**src/rtl/core_mem_pkg.sv**
```systemverilog
// Shared types and constants for the core-to-memory request arbiter.
package core_mem_pkg;

    typedef enum logic [1:0] {
        IDLE = 2'd0,
        WAIT = 2'd1,
        RESP = 2'd2
    } state_t;

    typedef enum logic {
        GNT_I = 1'b0,
        GNT_D = 1'b1
    } grant_t;

    localparam int unsigned COP_READ  = 0;
    localparam int unsigned SIZE_WORD = 4;

    // On a tie the port that did not win last time takes the bus.
    function automatic grant_t rr_choose(input logic i_val, input logic d_val, input grant_t last);
        if (i_val && d_val)
            return (last == GNT_I) ? GNT_D : GNT_I;
        else if (d_val)
            return GNT_D;
        else
            return GNT_I;
    endfunction

endpackage

```
**src/rtl/core_mem_rr_pick.sv**
```systemverilog
// Two-way round-robin selector; last_grant doubles as the owner of the in-flight request.
module core_mem_rr_pick
    import core_mem_pkg::*;
(
    input  logic   clk,
    input  logic   rst_n,
    input  logic   i_val,
    input  logic   d_val,
    input  logic   take,
    output grant_t grant,
    output grant_t last_grant
);

    always_comb begin
        grant = rr_choose(i_val, d_val, last_grant);
    end

    always_ff @(posedge clk) begin
        if (!rst_n)
            last_grant <= GNT_I;
        else if (take)
            last_grant <= grant;
    end

endmodule

```
**src/rtl/core_mem_arb.sv**
```systemverilog
// Merges the instruction and data request ports onto one registered memory request bus
// and steers the memory completion back to the requester as a one-cycle ack.
module core_mem_arb
    import core_mem_pkg::*;
#(
    parameter int ADDR_W = 32,
    parameter int DATA_W = 32,
    parameter int COP_W  = 3,
    parameter int SIZE_W = 3
) (
    input  logic              clk,
    input  logic              rst_n,
    input  logic              i_req_val,
    input  logic [ADDR_W-1:0] i_req_addr,
    output logic              i_req_ack,
    output logic [DATA_W-1:0] i_ack_rdata,
    input  logic              d_req_val,
    input  logic [ADDR_W-1:0] d_req_addr,
    input  logic [COP_W-1:0]  d_req_cop,
    input  logic [DATA_W-1:0] d_req_wdata,
    input  logic [SIZE_W-1:0] d_req_size,
    output logic              d_req_ack,
    output logic [DATA_W-1:0] d_ack_rdata,
    output logic              m_req_val,
    output logic [ADDR_W-1:0] m_req_addr,
    output logic [COP_W-1:0]  m_req_cop,
    output logic [DATA_W-1:0] m_req_wdata,
    output logic [SIZE_W-1:0] m_req_size,
    input  logic              m_req_ack,
    input  logic [DATA_W-1:0] m_ack_rdata
);

    state_t state;
    grant_t grant;
    grant_t last_grant;
    logic   take;

    assign take = (state == IDLE) && (i_req_val || d_req_val);

    core_mem_rr_pick u_pick (
        .clk        (clk),
        .rst_n      (rst_n),
        .i_val      (i_req_val),
        .d_val      (d_req_val),
        .take       (take),
        .grant      (grant),
        .last_grant (last_grant)
    );

    always_ff @(posedge clk) begin
        if (!rst_n) begin
            state       <= IDLE;
            m_req_val   <= 1'b0;
            m_req_addr  <= '0;
            m_req_cop   <= '0;
            m_req_wdata <= '0;
            m_req_size  <= '0;
            i_req_ack   <= 1'b0;
            d_req_ack   <= 1'b0;
            i_ack_rdata <= '0;
            d_ack_rdata <= '0;
        end else begin
            i_req_ack <= 1'b0;
            d_req_ack <= 1'b0;
            case (state)
                IDLE: begin
                    if (take) begin
                        m_req_val <= 1'b1;
                        state     <= WAIT;
                        if (grant == GNT_D) begin
                            m_req_addr  <= d_req_addr;
                            m_req_cop   <= d_req_cop;
                            m_req_wdata <= d_req_wdata;
                            m_req_size  <= d_req_size;
                        end else begin
                            m_req_addr  <= i_req_addr;
                            m_req_cop   <= COP_W'(COP_READ);
                            m_req_wdata <= '0;
                            m_req_size  <= SIZE_W'(SIZE_WORD);
                        end
                    end
                end
                WAIT: begin
                    // last_grant was updated at grant time, so it names the owner here.
                    if (m_req_ack) begin
                        m_req_val <= 1'b0;
                        state     <= RESP;
                        if (last_grant == GNT_D) begin
                            d_ack_rdata <= m_ack_rdata;
                            d_req_ack   <= 1'b1;
                        end else begin
                            i_ack_rdata <= m_ack_rdata;
                            i_req_ack   <= 1'b1;
                        end
                    end
                end
                RESP: begin
                    state <= IDLE;
                end
                default: begin
                    state <= IDLE;
                end
            endcase
        end
    end

endmodule

```
**config.mk**
```make
export PLATFORM = sky130hd
export DESIGN_NAME = core_mem_arb
export DESIGN_NICKNAME = d
export VERILOG_FILES = /design/src/rtl/core_mem_pkg.sv /design/src/rtl/core_mem_rr_pick.sv /design/src/rtl/core_mem_arb.sv
export SDC_FILE = /design/constraint.sdc
export NUM_CORES = 1
export LEC_CHECK = 0
export ABC_AREA = 1
export BUFFER_PORTS_ARGS = -buffer_cell sky130_fd_sc_hd__buf_4
export CAP_MARGIN = 5
export CORE_ASPECT_RATIO = 1.2
export CORE_MARGIN = 3
export CORE_UTILIZATION = 36
export DETAILED_ROUTE_END_ITERATION = 10
export PLACE_DENSITY = 0.71
export SLEW_MARGIN = 10
export SYNTH_ARGS = -nofsm -noshare
export SYNTH_HDL_FRONTEND = slang
export SYNTH_SLANG_ARGS = --single-unit
```
**constraint.sdc**
```tcl
create_clock -name clk -period 1.69 [get_ports clk]
set_clock_uncertainty 0.1 [all_clocks]
set_input_delay 0.0845 -clock clk [delete_from_list [all_inputs] [get_ports clk]]
set_output_delay 0.0845 -clock clk [all_outputs]
set_load 0.005 [all_outputs]
```
==> results.md <==
Clock network:
- The number of sinks handled by clock tree synthesis is 140.
- The clock latency at the later pin of the worst-skew pair is 0.39 ns.
- Buffers inserted during clock tree synthesis total 17.
- In this run the number of H-tree levels came out at 4.
- The number of setup buffers added after CTS is 0.
- The cell at the root of the clock tree is clkbuf_16.
- The TritonCTS clock tree is built.
- The longest clock path from root to sink contains 2 buffers.
- The clock input transition at the sequential cells of the worst setup and hold paths is 0.05 ns.

Synth:
- Counting distinct cell types in the post-synthesis netlist gives 20.
- During synthesis, Yosys emitted a total of 0 warnings.
- The number of nets in the synthesized netlist is 1086.
- The cell count after synthesis is 947.
- Synthesis inferred 140 register bits.
- In the synthesized netlist the async set-or-reset flop fraction comes to 0%.
- After synthesis the cells add up to 0.00610 mm^2.
- After synthesis, the mean cell area works out to 6.44 um^2.
- In this run, synthesis inferred 0 flip-flops with an integrated enable.
- The most common cell in the synthesized netlist is nand2_1.
- For this run, the leading register cell type out of synthesis is dfxtp_1.
- The cell type with the highest aggregate area in the netlist is dfxtp_1.
- By area the synthesized netlist is led by dfxtp_1, nand2_1, nor2_1.
- Of the post-synthesis cell area, the dominant cell type holds 46.0%.
- After synthesis, flip-flops and latches occupy 46.0% of the total area.
- Sorting the synthesized cells by how often they occur yields nand2_1, nor2_1, dfxtp_1.

Global route:
- The number of global-route vias before repair came to 6739.
- The first global-routing pass estimated 32.2 mm of wire.
- The residual overflow from global routing is 0.
- Entering global routing, the biggest net connects 72 pins.
- The initial antenna violation count came to 0.
- For this run, the total global-route usage over all layers was measured as 21.0%.

Drt:
- The post-route DRC violation count is 0.
- The detailed-route via count is 6942.
- The sum of routed wire length over all layers is 20.0 mm.
- After detailed routing, the average wire length per cell comes to 12.9 um.
- After detailed routing, the number of vias per cell comes to 4.46.
- The post-detailed-route count of antenna-violating nets is 0.
- After the first detailed-routing iteration, the DRC count stood at 463.
- The number of iterations in the first detailed-routing pass is 4.

Timing:
- The number of setup violations in the final report is 0.
- The actual slew at the worst max-slew pin is 0.399 ns.
- The worst relative slew slack is 73.4%.
- The final number of max-transition violations is 0.
- The minimum period implied by the final worst setup slack is 1.47 ns.
- The share of the clock period used by the worst path after layout is 86.7%.
- The number of hold violations in the final report came to 0.
- Setup total negative slack on the finished layout was measured at 0 ns.
- Setup repair after global routing left no endpoint under its margin.
- Based on the critical path, the design can be clocked at up to 0.682 GHz.

Finish:
- The layout filler cell count is 1370.
- From synthesis to final layout, the design area changed by 67.9%.
- Registers take 0.00280 mm^2.
- The net count reported at finish is 1474.
- The antenna diode count is 0.
- The final standard cell area without fillers is 0.0102 mm^2.
- In the final layout, the share of cells above drive strength 1 is 23.9%.
- The footprint of the multi-input gates is 0.00250 mm^2.

Power:
- IR analysis of the VDD net gives a maximum drop of 597 uV.
- For this design the static power due to leakage is 5.35 nW.
- For this design the ratio of total power to cell area is 890 mW/mm^2.

Place:
- In this run the tool buffered the top-level ports with 275 buffer cells.
- The wire-length estimate of the detail-placed layout is 12.1 mm.
- Once placement finished, the instance area stood at 0.00830 mm^2.
- The global placer's final weighted congestion is 0.776.

Critical path:
- The worst setup path is captured at a flop.
- The critical-path maximum fanout is 28.
- The critical path data arrival time is 1.70 ns.
- The startpoint class of the critical path is an input pin.
- The data required time of the critical path is 1.92 ns.
- The critical path is of the in -> reg type.

Run:
- The number of maximum-capacitance violations is 0.

Floorplan:
- The region available for standard cell placement spans 0.0164 mm^2.
- The boundary pin count is 276.
- The starting density of the core is 37.2%.
- The placement row count is 51.
- The die boundary width is 125 um.
- The height of the die is 149 um.
- The die covers 0.0185 mm^2.

Run status:
- The flow ran to the end, and the final reports show no timing, DRC or antenna violations.

Worst hold path:
- In this run the worst hold path is classified as in -> reg.
[repair_timing]
action	4_1_cts	5_1_grt
endpoints found under the hold margin	138	0
hold buffers	137	0
gates resized for setup	0	0
[path summary, 6_finish.rpt]
check	from	end	slack, ns	cells after the start
setup reg to reg	state[0]	m_req_wdata[8]	0.30	4
setup / recovery	rst_n	m_req_size[2]	0.22	6
hold / removal	i_req_val	state[0]	0.03	4
hold reg to reg	m_req_cop[1]	m_req_cop[1]	0.36	2
[where the power goes]
group	leakage (nW)	internal, mW	switching, mW
Sequential	1.15	3.54	0.125
Combinational	3.93	0.985	0.881
Clock	0.270	2.26	1.32
Total	5.35	6.78	2.32
[final cells by class]
cell class / count / area share, %
Timing Repair Buffer: 425 / 35.2
Inverter: 134 / 4.91
Clock buffer: 22 / 4.63
Sequential cell: 140 / 27.4
Clock inverter: 6 / 0.868
Tap cell: 212 / 2.59
Multi-Input combinational cell: 617 / 24.4
[layer usage]
layer / share of wire, % / global-route usage [%] / routed length [um]
met5: 0 / 0 / 0
met4: 5.3 / 12.4 / 1060
met3: 6.6 / 5.68 / 1320
met2: 50 / 36.6 / 9920
met1: 39 / 23.1 / 7720
[cells by family after synthesis]
family / Yosys count / synth area share, %
flops: 140 / 46.0
buf+inv: 190 / 13.2
simple gates: 576 / 37.4
compound gates: 41 / 3.45
[flip-flops by register name (all words and copies together) (netlist names)]
signal             cells
d_ack_rdata           32
i_ack_rdata           32
m_req_addr            32
m_req_wdata           32
m_req_cop              3
m_req_size             3
state                  2
d_req_ack              1
i_req_ack              1
m_req_val              1
u_pick.last_grant      1
[through the flow]
step / total power [mW] / setup slack [ns] / hold WS (ns) / util [%] / cells
2_1_floorplan: 4.51 / 0.499 / 0.119 / - / 947
3_3_place_gp: 5.29 / 0.366 / 0.208 / 50.6 / 1391
3_5_place_dp: 5.31 / 0.339 / 0.215 / 50.6 / 1391
4_1_cts: 9.19 / 0.204 / 0.0158 / 62.4 / 1556
5_1_grt: 9.57 / 0.126 / 0.0585 / 62.4 / 1556
6_report: 9.11 / 0.224 / 0.0268 / 62.4 / 1556
[worst max-delay path: stages]
cell and delay [ns]:
dlygate4sd3_1 0.52, buf_4 0.33, clkinv_1 0.23, buf_4 0.25, o21bai_1 0.17, nor2_1 0.08
[placed cells by master (no fill, tap or decap), drive strengths merged]
| master | instances |
|---|---|
| a21oi | 39 |
| buf | 288 |
| bufinv | 2 |
| clkbuf | 22 |
| clkinv | 2 |
| clkinvlp | 2 |
| dfxtp | 140 |
| dlygate4sd3 | 137 |
| inv | 134 |
| nand2 | 302 |
| nand3 | 2 |
| nand4 | 38 |
| nor2 | 233 |
| nor3 | 1 |
| o21a | 1 |
| o21bai | 1 |
Power figures use the tool's default switching activity.
